--- src/rtl/rca_config_unit_pkg.sv ---
// Shared parameters and types for the RCA configuration unit.
// rca_config holds the table geometry; taiga_types holds the packet, table and FSM types.
package rca_config;
  localparam int NUM_RCAS        = 3;
  localparam int NUM_READ_PORTS  = 5;
  localparam int NUM_WRITE_PORTS = 2;
  localparam int MAX_INFLIGHT    = 4;

  localparam int RCA_SEL_W = $clog2(NUM_RCAS);
  localparam int CNT_W     = $clog2(MAX_INFLIGHT + 1);
  localparam int RD_IDX_W  = $clog2(NUM_READ_PORTS);
  localparam int WR_IDX_W  = $clog2(NUM_WRITE_PORTS);
endpackage

package taiga_types;
  import rca_config::*;

  localparam int XLEN       = 32;
  localparam int ID_W       = 4;
  localparam int REG_ADDR_W = 5;
  // Wide enough for the larger of the two tables.
  localparam int PORT_SEL_W = 3;

  typedef logic [ID_W-1:0] id_t;

  typedef struct packed {
    logic                   rca_config_instr;
    logic [RCA_SEL_W-1:0]   rca_sel;
    logic [PORT_SEL_W-1:0]  w_port_sel;
    logic                   w_src_dest_port;
    logic [REG_ADDR_W-1:0]  w_reg_addr;
  } rca_inputs_t;

  typedef struct packed {
    logic [RCA_SEL_W-1:0]   rca_sel;
    logic [PORT_SEL_W-1:0]  w_port_sel;
    logic                   w_src_dest_port;
    logic [REG_ADDR_W-1:0]  w_reg_addr;
  } cfg_req_t;

  typedef struct packed {
    logic [NUM_READ_PORTS-1:0][REG_ADDR_W-1:0]  src;
    logic [NUM_WRITE_PORTS-1:0][REG_ADDR_W-1:0] dest;
  } rca_config_t;

  typedef enum logic [1:0] {
    RCA_CFG_IDLE    = 2'd0,
    RCA_CFG_DRAIN   = 2'd1,
    RCA_CFG_WRITE   = 2'd2,
    RCA_CFG_RESPOND = 2'd3
  } rca_cfg_state_t;
endpackage

--- src/rtl/rca_config_unit_if.sv ---
// Issue-side request and writeback-side completion bundle for rca_config_unit.
// Handshakes: a request transfers on a clock edge where issue_valid && issue_ready;
// a completion transfers on an edge where wb_done && wb_ack, and wb_id/wb_data hold until then.
interface rca_config_unit_if;
  import taiga_types::*;

  logic             issue_valid;
  logic             issue_ready;
  id_t              issue_id;
  rca_inputs_t      rca_inputs;
  logic             wb_done;
  id_t              wb_id;
  logic [XLEN-1:0]  wb_data;
  logic             wb_ack;

  modport slave (
    input  issue_valid, issue_id, rca_inputs, wb_ack,
    output issue_ready, wb_done, wb_id, wb_data
  );

  modport master (
    output issue_valid, issue_id, rca_inputs, wb_ack,
    input  issue_ready, wb_done, wb_id, wb_data
  );
endinterface

--- src/rtl/rca_inflight_counter.sv ---
// Saturating up/down count of in-flight uses for one RCA, with a zero flag.
module rca_inflight_counter
  import rca_config::*;
(
  input  logic clk,
  input  logic rst,
  input  logic inc,
  input  logic dec,
  output logic zero
);

  localparam logic [CNT_W-1:0] MAX_CNT = CNT_W'(MAX_INFLIGHT);

  logic [CNT_W-1:0] count_q, count_d;

  always_comb begin
    count_d = count_q;
    if (inc && !dec && (count_q != MAX_CNT)) begin
      count_d = count_q + 1'b1;
    end else if (dec && !inc && (count_q != '0)) begin
      count_d = count_q - 1'b1;
    end
  end

  always_ff @(posedge clk or negedge rst) begin
    if (!rst) count_q <= '0;
    else      count_q <= count_d;
  end

  assign zero = (count_q == '0);

`ifndef SYNTHESIS
  // Upstream must never issue a use to an RCA that already has MAX_INFLIGHT outstanding.
  no_overflow_a: assert property (@(posedge clk) disable iff (!rst)
    !(inc && !dec && (count_q == MAX_CNT)));
`endif

endmodule

--- src/rtl/rca_config_unit.sv ---
// Holds per-RCA source/destination register tables and applies config instructions once the RCA drains.
// Optional macro RCA_CONFIG_READBACK_EN: wb_data returns the overwritten table entry.
module rca_config_unit
  import rca_config::*;
  import taiga_types::*;
(
  input  logic                  clk,
  input  logic                  rst,
  rca_config_unit_if.slave      cfg_if,
  input  logic                  use_issued,
  input  logic [RCA_SEL_W-1:0]  use_issued_sel,
  input  logic                  use_complete,
  input  logic [RCA_SEL_W-1:0]  use_complete_sel,
  input  logic                  flush,
  input  logic [RCA_SEL_W-1:0]  lookup_sel,
  output rca_config_t           lookup_config,
  output logic [NUM_RCAS-1:0]   rca_busy,
  output rca_cfg_state_t        state_dbg
);

  rca_cfg_state_t       state_q, state_d;
  cfg_req_t             req_q, req_d;
  id_t                  id_q, id_d;
  logic [NUM_RCAS-1:0]  busy_q, busy_d;
  logic [NUM_RCAS-1:0]  zero_vec;
  rca_config_t          tables_q [NUM_RCAS];
  rca_config_t          tables_d [NUM_RCAS];

  logic sel_ok, src_ok, dest_ok, drained, accept;

  for (genvar i = 0; i < NUM_RCAS; i++) begin : g_cnt
    rca_inflight_counter u_cnt (
      .clk  (clk),
      .rst  (rst),
      .inc  (use_issued && (int'(use_issued_sel) == i)),
      .dec  (use_complete && (int'(use_complete_sel) == i)),
      .zero (zero_vec[i])
    );
  end

  assign accept  = cfg_if.issue_valid && cfg_if.rca_inputs.rca_config_instr;
  assign sel_ok  = int'(req_q.rca_sel) < NUM_RCAS;
  assign src_ok  = !req_q.w_src_dest_port && (int'(req_q.w_port_sel) < NUM_READ_PORTS);
  assign dest_ok = req_q.w_src_dest_port && (int'(req_q.w_port_sel) < NUM_WRITE_PORTS);
  // An unknown RCA select has nothing in flight; it simply completes with no write.
  assign drained = !sel_ok || zero_vec[req_q.rca_sel];

  always_comb begin
    state_d  = state_q;
    req_d    = req_q;
    id_d     = id_q;
    busy_d   = busy_q;
    tables_d = tables_q;
    case (state_q)
      RCA_CFG_IDLE: begin
        if (accept) begin
          req_d.rca_sel         = cfg_if.rca_inputs.rca_sel;
          req_d.w_port_sel      = cfg_if.rca_inputs.w_port_sel;
          req_d.w_src_dest_port = cfg_if.rca_inputs.w_src_dest_port;
          req_d.w_reg_addr      = cfg_if.rca_inputs.w_reg_addr;
          id_d                  = cfg_if.issue_id;
          if (int'(cfg_if.rca_inputs.rca_sel) < NUM_RCAS) begin
            busy_d[cfg_if.rca_inputs.rca_sel] = 1'b1;
          end
          state_d = RCA_CFG_DRAIN;
        end
      end
      RCA_CFG_DRAIN: begin
        if (flush) begin
          busy_d  = '0;
          state_d = RCA_CFG_IDLE;
        end else if (drained) begin
          state_d = RCA_CFG_WRITE;
        end
      end
      RCA_CFG_WRITE: begin
        if (sel_ok && src_ok) begin
          tables_d[req_q.rca_sel].src[req_q.w_port_sel[RD_IDX_W-1:0]] = req_q.w_reg_addr;
        end else if (sel_ok && dest_ok) begin
          tables_d[req_q.rca_sel].dest[req_q.w_port_sel[WR_IDX_W-1:0]] = req_q.w_reg_addr;
        end
        busy_d  = '0;
        state_d = RCA_CFG_RESPOND;
      end
      RCA_CFG_RESPOND: begin
        if (cfg_if.wb_ack) state_d = RCA_CFG_IDLE;
      end
      default: state_d = RCA_CFG_IDLE;
    endcase
  end

  always_ff @(posedge clk or negedge rst) begin
    if (!rst) begin
      state_q  <= RCA_CFG_IDLE;
      req_q    <= '0;
      id_q     <= '0;
      busy_q   <= '0;
      tables_q <= '{default: '0};
    end else begin
      state_q  <= state_d;
      req_q    <= req_d;
      id_q     <= id_d;
      busy_q   <= busy_d;
      tables_q <= tables_d;
    end
  end

  always_comb begin
    lookup_config = '0;
    if (int'(lookup_sel) < NUM_RCAS) lookup_config = tables_q[lookup_sel];
  end

`ifdef RCA_CONFIG_READBACK_EN
  logic [XLEN-1:0]       wb_data_q, wb_data_d;
  logic [REG_ADDR_W-1:0] prev_entry;

  always_comb begin
    prev_entry = '0;
    if (sel_ok && src_ok) begin
      prev_entry = tables_q[req_q.rca_sel].src[req_q.w_port_sel[RD_IDX_W-1:0]];
    end else if (sel_ok && dest_ok) begin
      prev_entry = tables_q[req_q.rca_sel].dest[req_q.w_port_sel[WR_IDX_W-1:0]];
    end
    wb_data_d = wb_data_q;
    if (state_q == RCA_CFG_WRITE) wb_data_d = XLEN'(prev_entry);
  end

  always_ff @(posedge clk or negedge rst) begin
    if (!rst) wb_data_q <= '0;
    else      wb_data_q <= wb_data_d;
  end

  assign cfg_if.wb_data = wb_data_q;
`else
  assign cfg_if.wb_data = '0;
`endif

  assign cfg_if.issue_ready = (state_q == RCA_CFG_IDLE);
  assign cfg_if.wb_done     = (state_q == RCA_CFG_RESPOND);
  assign cfg_if.wb_id       = id_q;
  assign rca_busy           = busy_q;
  assign state_dbg          = state_q;

endmodule
--- src/flat_wrapper.sv ---
// flat-port wrapper written by rule: the top's interface ports become plain ports
module rca_config_unit_flat import rca_config::*; import taiga_types::*;
  (clk, rst, use_issued, use_issued_sel, use_complete, use_complete_sel, flush, lookup_sel, lookup_config, rca_busy, state_dbg, cfg_if_issue_valid, cfg_if_issue_id, cfg_if_rca_inputs, cfg_if_wb_ack, cfg_if_issue_ready, cfg_if_wb_done, cfg_if_wb_id, cfg_if_wb_data);
  rca_config_unit_if cfg_if_i ();
  input  logic clk;
  input  logic rst;
  input  logic use_issued;
  input  logic [RCA_SEL_W-1:0] use_issued_sel;
  input  logic use_complete;
  input  logic [RCA_SEL_W-1:0] use_complete_sel;
  input  logic flush;
  input  logic [RCA_SEL_W-1:0] lookup_sel;
  output rca_config_t lookup_config;
  output logic [NUM_RCAS-1:0] rca_busy;
  output rca_cfg_state_t state_dbg;
  input wire logic [$bits(cfg_if_i.issue_valid)-1:0] cfg_if_issue_valid;
  input wire logic [$bits(cfg_if_i.issue_id)-1:0] cfg_if_issue_id;
  input wire logic [$bits(cfg_if_i.rca_inputs)-1:0] cfg_if_rca_inputs;
  input wire logic [$bits(cfg_if_i.wb_ack)-1:0] cfg_if_wb_ack;
  output wire logic [$bits(cfg_if_i.issue_ready)-1:0] cfg_if_issue_ready;
  output wire logic [$bits(cfg_if_i.wb_done)-1:0] cfg_if_wb_done;
  output wire logic [$bits(cfg_if_i.wb_id)-1:0] cfg_if_wb_id;
  output wire logic [$bits(cfg_if_i.wb_data)-1:0] cfg_if_wb_data;
  assign cfg_if_i.issue_valid = cfg_if_issue_valid;
  assign cfg_if_i.issue_id = cfg_if_issue_id;
  assign cfg_if_i.rca_inputs = cfg_if_rca_inputs;
  assign cfg_if_i.wb_ack = cfg_if_wb_ack;
  assign cfg_if_issue_ready = cfg_if_i.issue_ready;
  assign cfg_if_wb_done = cfg_if_i.wb_done;
  assign cfg_if_wb_id = cfg_if_i.wb_id;
  assign cfg_if_wb_data = cfg_if_i.wb_data;
  rca_config_unit u_core (.clk(clk), .rst(rst), .cfg_if(cfg_if_i), .use_issued(use_issued), .use_issued_sel(use_issued_sel), .use_complete(use_complete), .use_complete_sel(use_complete_sel), .flush(flush), .lookup_sel(lookup_sel), .lookup_config(lookup_config), .rca_busy(rca_busy), .state_dbg(state_dbg));
endmodule
--- config.mk ---
export PLATFORM = sky130hd
export DESIGN_NAME = rca_config_unit_flat
export DESIGN_NICKNAME = d
export VERILOG_FILES = /design/src/rtl/rca_config_unit_pkg.sv /design/src/rtl/rca_config_unit_if.sv /design/src/rtl/rca_inflight_counter.sv /design/src/rtl/rca_config_unit.sv /design/src/flat_wrapper.sv
export SDC_FILE = /design/constraint.sdc
export NUM_CORES = 1
export LEC_CHECK = 0
export CORE_MARGIN = 3
export CORE_UTILIZATION = 53
export DETAILED_ROUTE_END_ITERATION = 12
export PLACE_DENSITY = 0.88
export SLEW_MARGIN = 10
export SYNTH_ARGS = -nofsm -noshare
export SYNTH_HDL_FRONTEND = slang
export SYNTH_SLANG_ARGS = --single-unit
--- constraint.sdc ---
create_clock -name clk -period 2.1 [get_ports clk]
set_input_delay 0.315 -clock clk [delete_from_list [all_inputs] [get_ports clk]]
set_output_delay 0.315 -clock clk [all_outputs]
set_load 0.05 [all_outputs]
==> results.md <==
- Ys Warns: 0
- WL/cell: 18.4 um
- Slowest CP cell: clkdlybuf4s50_1
- Die Width: 118 um
- # Post-CTS Setup Buffers: 0
- Post-Synthesis Cells: 551
- Max frequency: 0.484 GHz
- Post-synthesis async set-or-reset flop share: 100%
- Pwr Total: 0.0112 W
- Port bufs: 74
- Slew Viols, Final: 0
- Max-slew headroom: 42.7%
- Skew-Pair Late Insertion Delay: 0.41 ns
- Worst reg2reg setup slack: around 0.20 ns
- DIE AREA: approximately 14000 um^2
- Cell Area, Synth: 6590 um^2
- Maxcap violations: 0
- Top Ports: approximately 110
- Number of diodes: 0
- Crit path time final: 2.06 ns
- Clock sink count: 134
- Highest routed layer: met4
- Fill cells: 812
- CTS max path bufs: 2
- Total routed wirelength: 15.3 mm
- Number of synthesized flops with an enable pin: 0
- Most used flip-flop cell after synthesis: dfrtp_1
- DPL Wire Length: 10.1 mm
- Number of global-route vias before repair: 4974
- P&R area growth vs syn: 29.8%
- Seq cells post-synth: 134
- Hold crit path type: input port to async pin
- Global-route wire length before repair: 25.0 mm
- CP max FO: 18
- Leakage: 4.05 nW
- Nature of the critical path endpoint: output port
- First-pass iteration count of the detailed router: 4
- Tcrit/Tclk final: ~98%
- Power Density: about 1300 nW/um^2
- Reg2Reg Depth: 6
- Antenna violations before repair: 0
- GPL Wtd Cong: 0.823
- Most common cell after layout, fill and taps aside: dfrtp_1
- CP startpoint kind: input port
- Final core occ: a little over two thirds
- Status: complete, no violations
- Worst path max stage delay: 0.54 ns
- Layout Nets: 689
- Arrival time worst endpoint: 1.75 ns
- Post-synthesis sequential area ratio: 50.9%
- CTS Root Cell: clkbuf_16
- Met1 wire length: approximately 6.3 mm
- Synthesized area per cell: 12.0 um^2
- Hold Vio Cnt, Final: 0
- Commonest cells after routing, fill and taps aside: dfrtp_1, mux2_2, nand2_1, mux2i_1, buf_12
- Required time of the critical path: ~1.8 ns
- Chip height: approximately 120 um
- Worst vdd ir: 0.870 mV
- Routed Antenna Nets: 0
- Initial core utilization: 54.4%
- Crit path top cell by count: buf_12
- Initial DRC Count: between 300 and 400
- Met2 wire len: 7.92 mm
- CTS tree: built
- CP Class: input port to output port
- Share of cells above drive strength 1: 34.4%
- Remaining Overflow, GRT: 0
- Total GRT Usage: 22.4%
- Row Count: 40
- Total CTS buffers: 17
- Core Box Area: 12100 um^2
- Largest net degree at the start of global routing: 44
- # setup viols final: 0
- Residual DRC: 0
- Total vias in the final route: 4635
- Netlist cell types: 42
- H-tree levels: 4
- Via density per instance: 5.56
- Worst slew pin tran: 0.859 ns
- Setup Skew: 0.00717 ns
- Reg clk slew, reported paths: around 0.060 ns
- Routed wl met3: 909 um
- Worst-path cell chain: clkdlybuf4s50_1 > nor2b_4 > buf_12 > nand2_1 > o21ai_1 > buf_12
[cell type report]
| class | instances | area [um^2] | share of cell area (%) |
|---|---|---|---|
| well taps | 168 | 210 | 2.46 |
| clock buffers | 18 | 429 | 5.01 |
| multi-input cells | 384 | 3000 | 35.0 |
| repair buffers | 109 | 1410 | 16.5 |
| inverters | 6 | 22.5 | 0.263 |
| flip-flops and latches | 134 | 3360 | 39.2 |
| clock inverters | 14 | 130 | 1.52 |
[critical path, delay by kind of cell]
family / cells / cell delay [ns]
buffers and inverters: 3 / 0.92
and+or+nand+nor: 2 / 0.31
AOI/OAI and AO/OA: 1 / 0.20
[where the power goes]
| group | total (W) | internal [W] | switching (W) |
|---|---|---|---|
| sequential | 0.00443 | 0.00343 | 0.00100 |
| combinational | 0.00397 | 0.00185 | 0.00212 |
| clock | 0.00278 | 0.00163 | 0.00115 |
[worst paths after layout]
path	start	to
max	lookup_sel[0]	lookup_config[0]
min	rst	u_core.tables_q[10]
max reg2reg	u_core.g_cnt[0].u_cnt.count_q[0]	u_core.g_cnt[0].u_cnt.count_q[2]
min reg2reg	u_core.tables_q[64]	u_core.tables_q[64]
max in group asynchronous	rst	u_core.tables_q[44]
min in group clk	u_core.tables_q[64]	u_core.tables_q[64]
[timing repair]
action	in CTS	in global routing
gates resized for setup	1	4
hold buffers	1	0
cloned	0	1
hold endpoints to repair	22	0
endpoints found under the setup margin	1	8
[routing by layer]
layer  track usage (%)  up-vias
met3              6.44       15
li1                  -     2094
met5                 0        -
met4              5.86        0
met1              27.1     2361
met2              39.3      165
[synthesized netlist by cell type (all sizes together) (5+ instances only)]
master / instances / area [um^2]
mux2: 118 / 1330
buf: 40 / 280
nand2b: 5 / 31.3
nor2b: 5 / 31.3
mux2i: 42 / 420
clkbuf: 18 / 68.8
dfrtp: 134 / 3350
ha: 5 / 62.6
a21oi: 8 / 40.0
o21ai: 44 / 220
inv: 6 / 22.5
nand2: 64 / 240
nor3: 7 / 40.0
nor2: 11 / 41.3
[sequential cells by signal (all words and copies together) (netlist names), named ones only]
| name | count |
|---|---|
| u_core.state_dbg | 1 |
| u_core.cfg_if.wb_id | 4 |
| u_core.req_q | 11 |
| u_core.g_cnt.u_cnt.count_q | 9 |
| u_core.tables_q | 105 |
| u_core.rca_busy | 3 |
[through the flow]
stage / worst slack [ns] / instances / hold WS (ns) / TNS [ns] / cell area (um^2)
3_3_place_gp: -0.178 / 799 / 0.244 / -0.293 / 7960
3_5_place_dp: -0.283 / 799 / 0.242 / -0.718 / 7960
5_1_grt: -0.0224 / 833 / 0.374 / -0.0514 / 8560
4_1_cts: 0.0289 / 832 / 0.365 / 0 / 8530
2_1_floorplan: 0.0941 / 582 / 0.0194 / 0 / 6720
6_report: 0.0356 / 833 / 0.365 / 0 / 8560
[cell families after synthesis]
kind of cell	after synthesis	synth area share, %
xor+xnor	6	0.797
compound gates	70	6.19
mux	160	26.5
flops	134	50.9
other cells	1	0.0569
simple gates	108	8.08
buf+inv	64	5.64
fa+ha+maj	8	1.86
No activity file was read; power rests on OpenSTA's default activity.
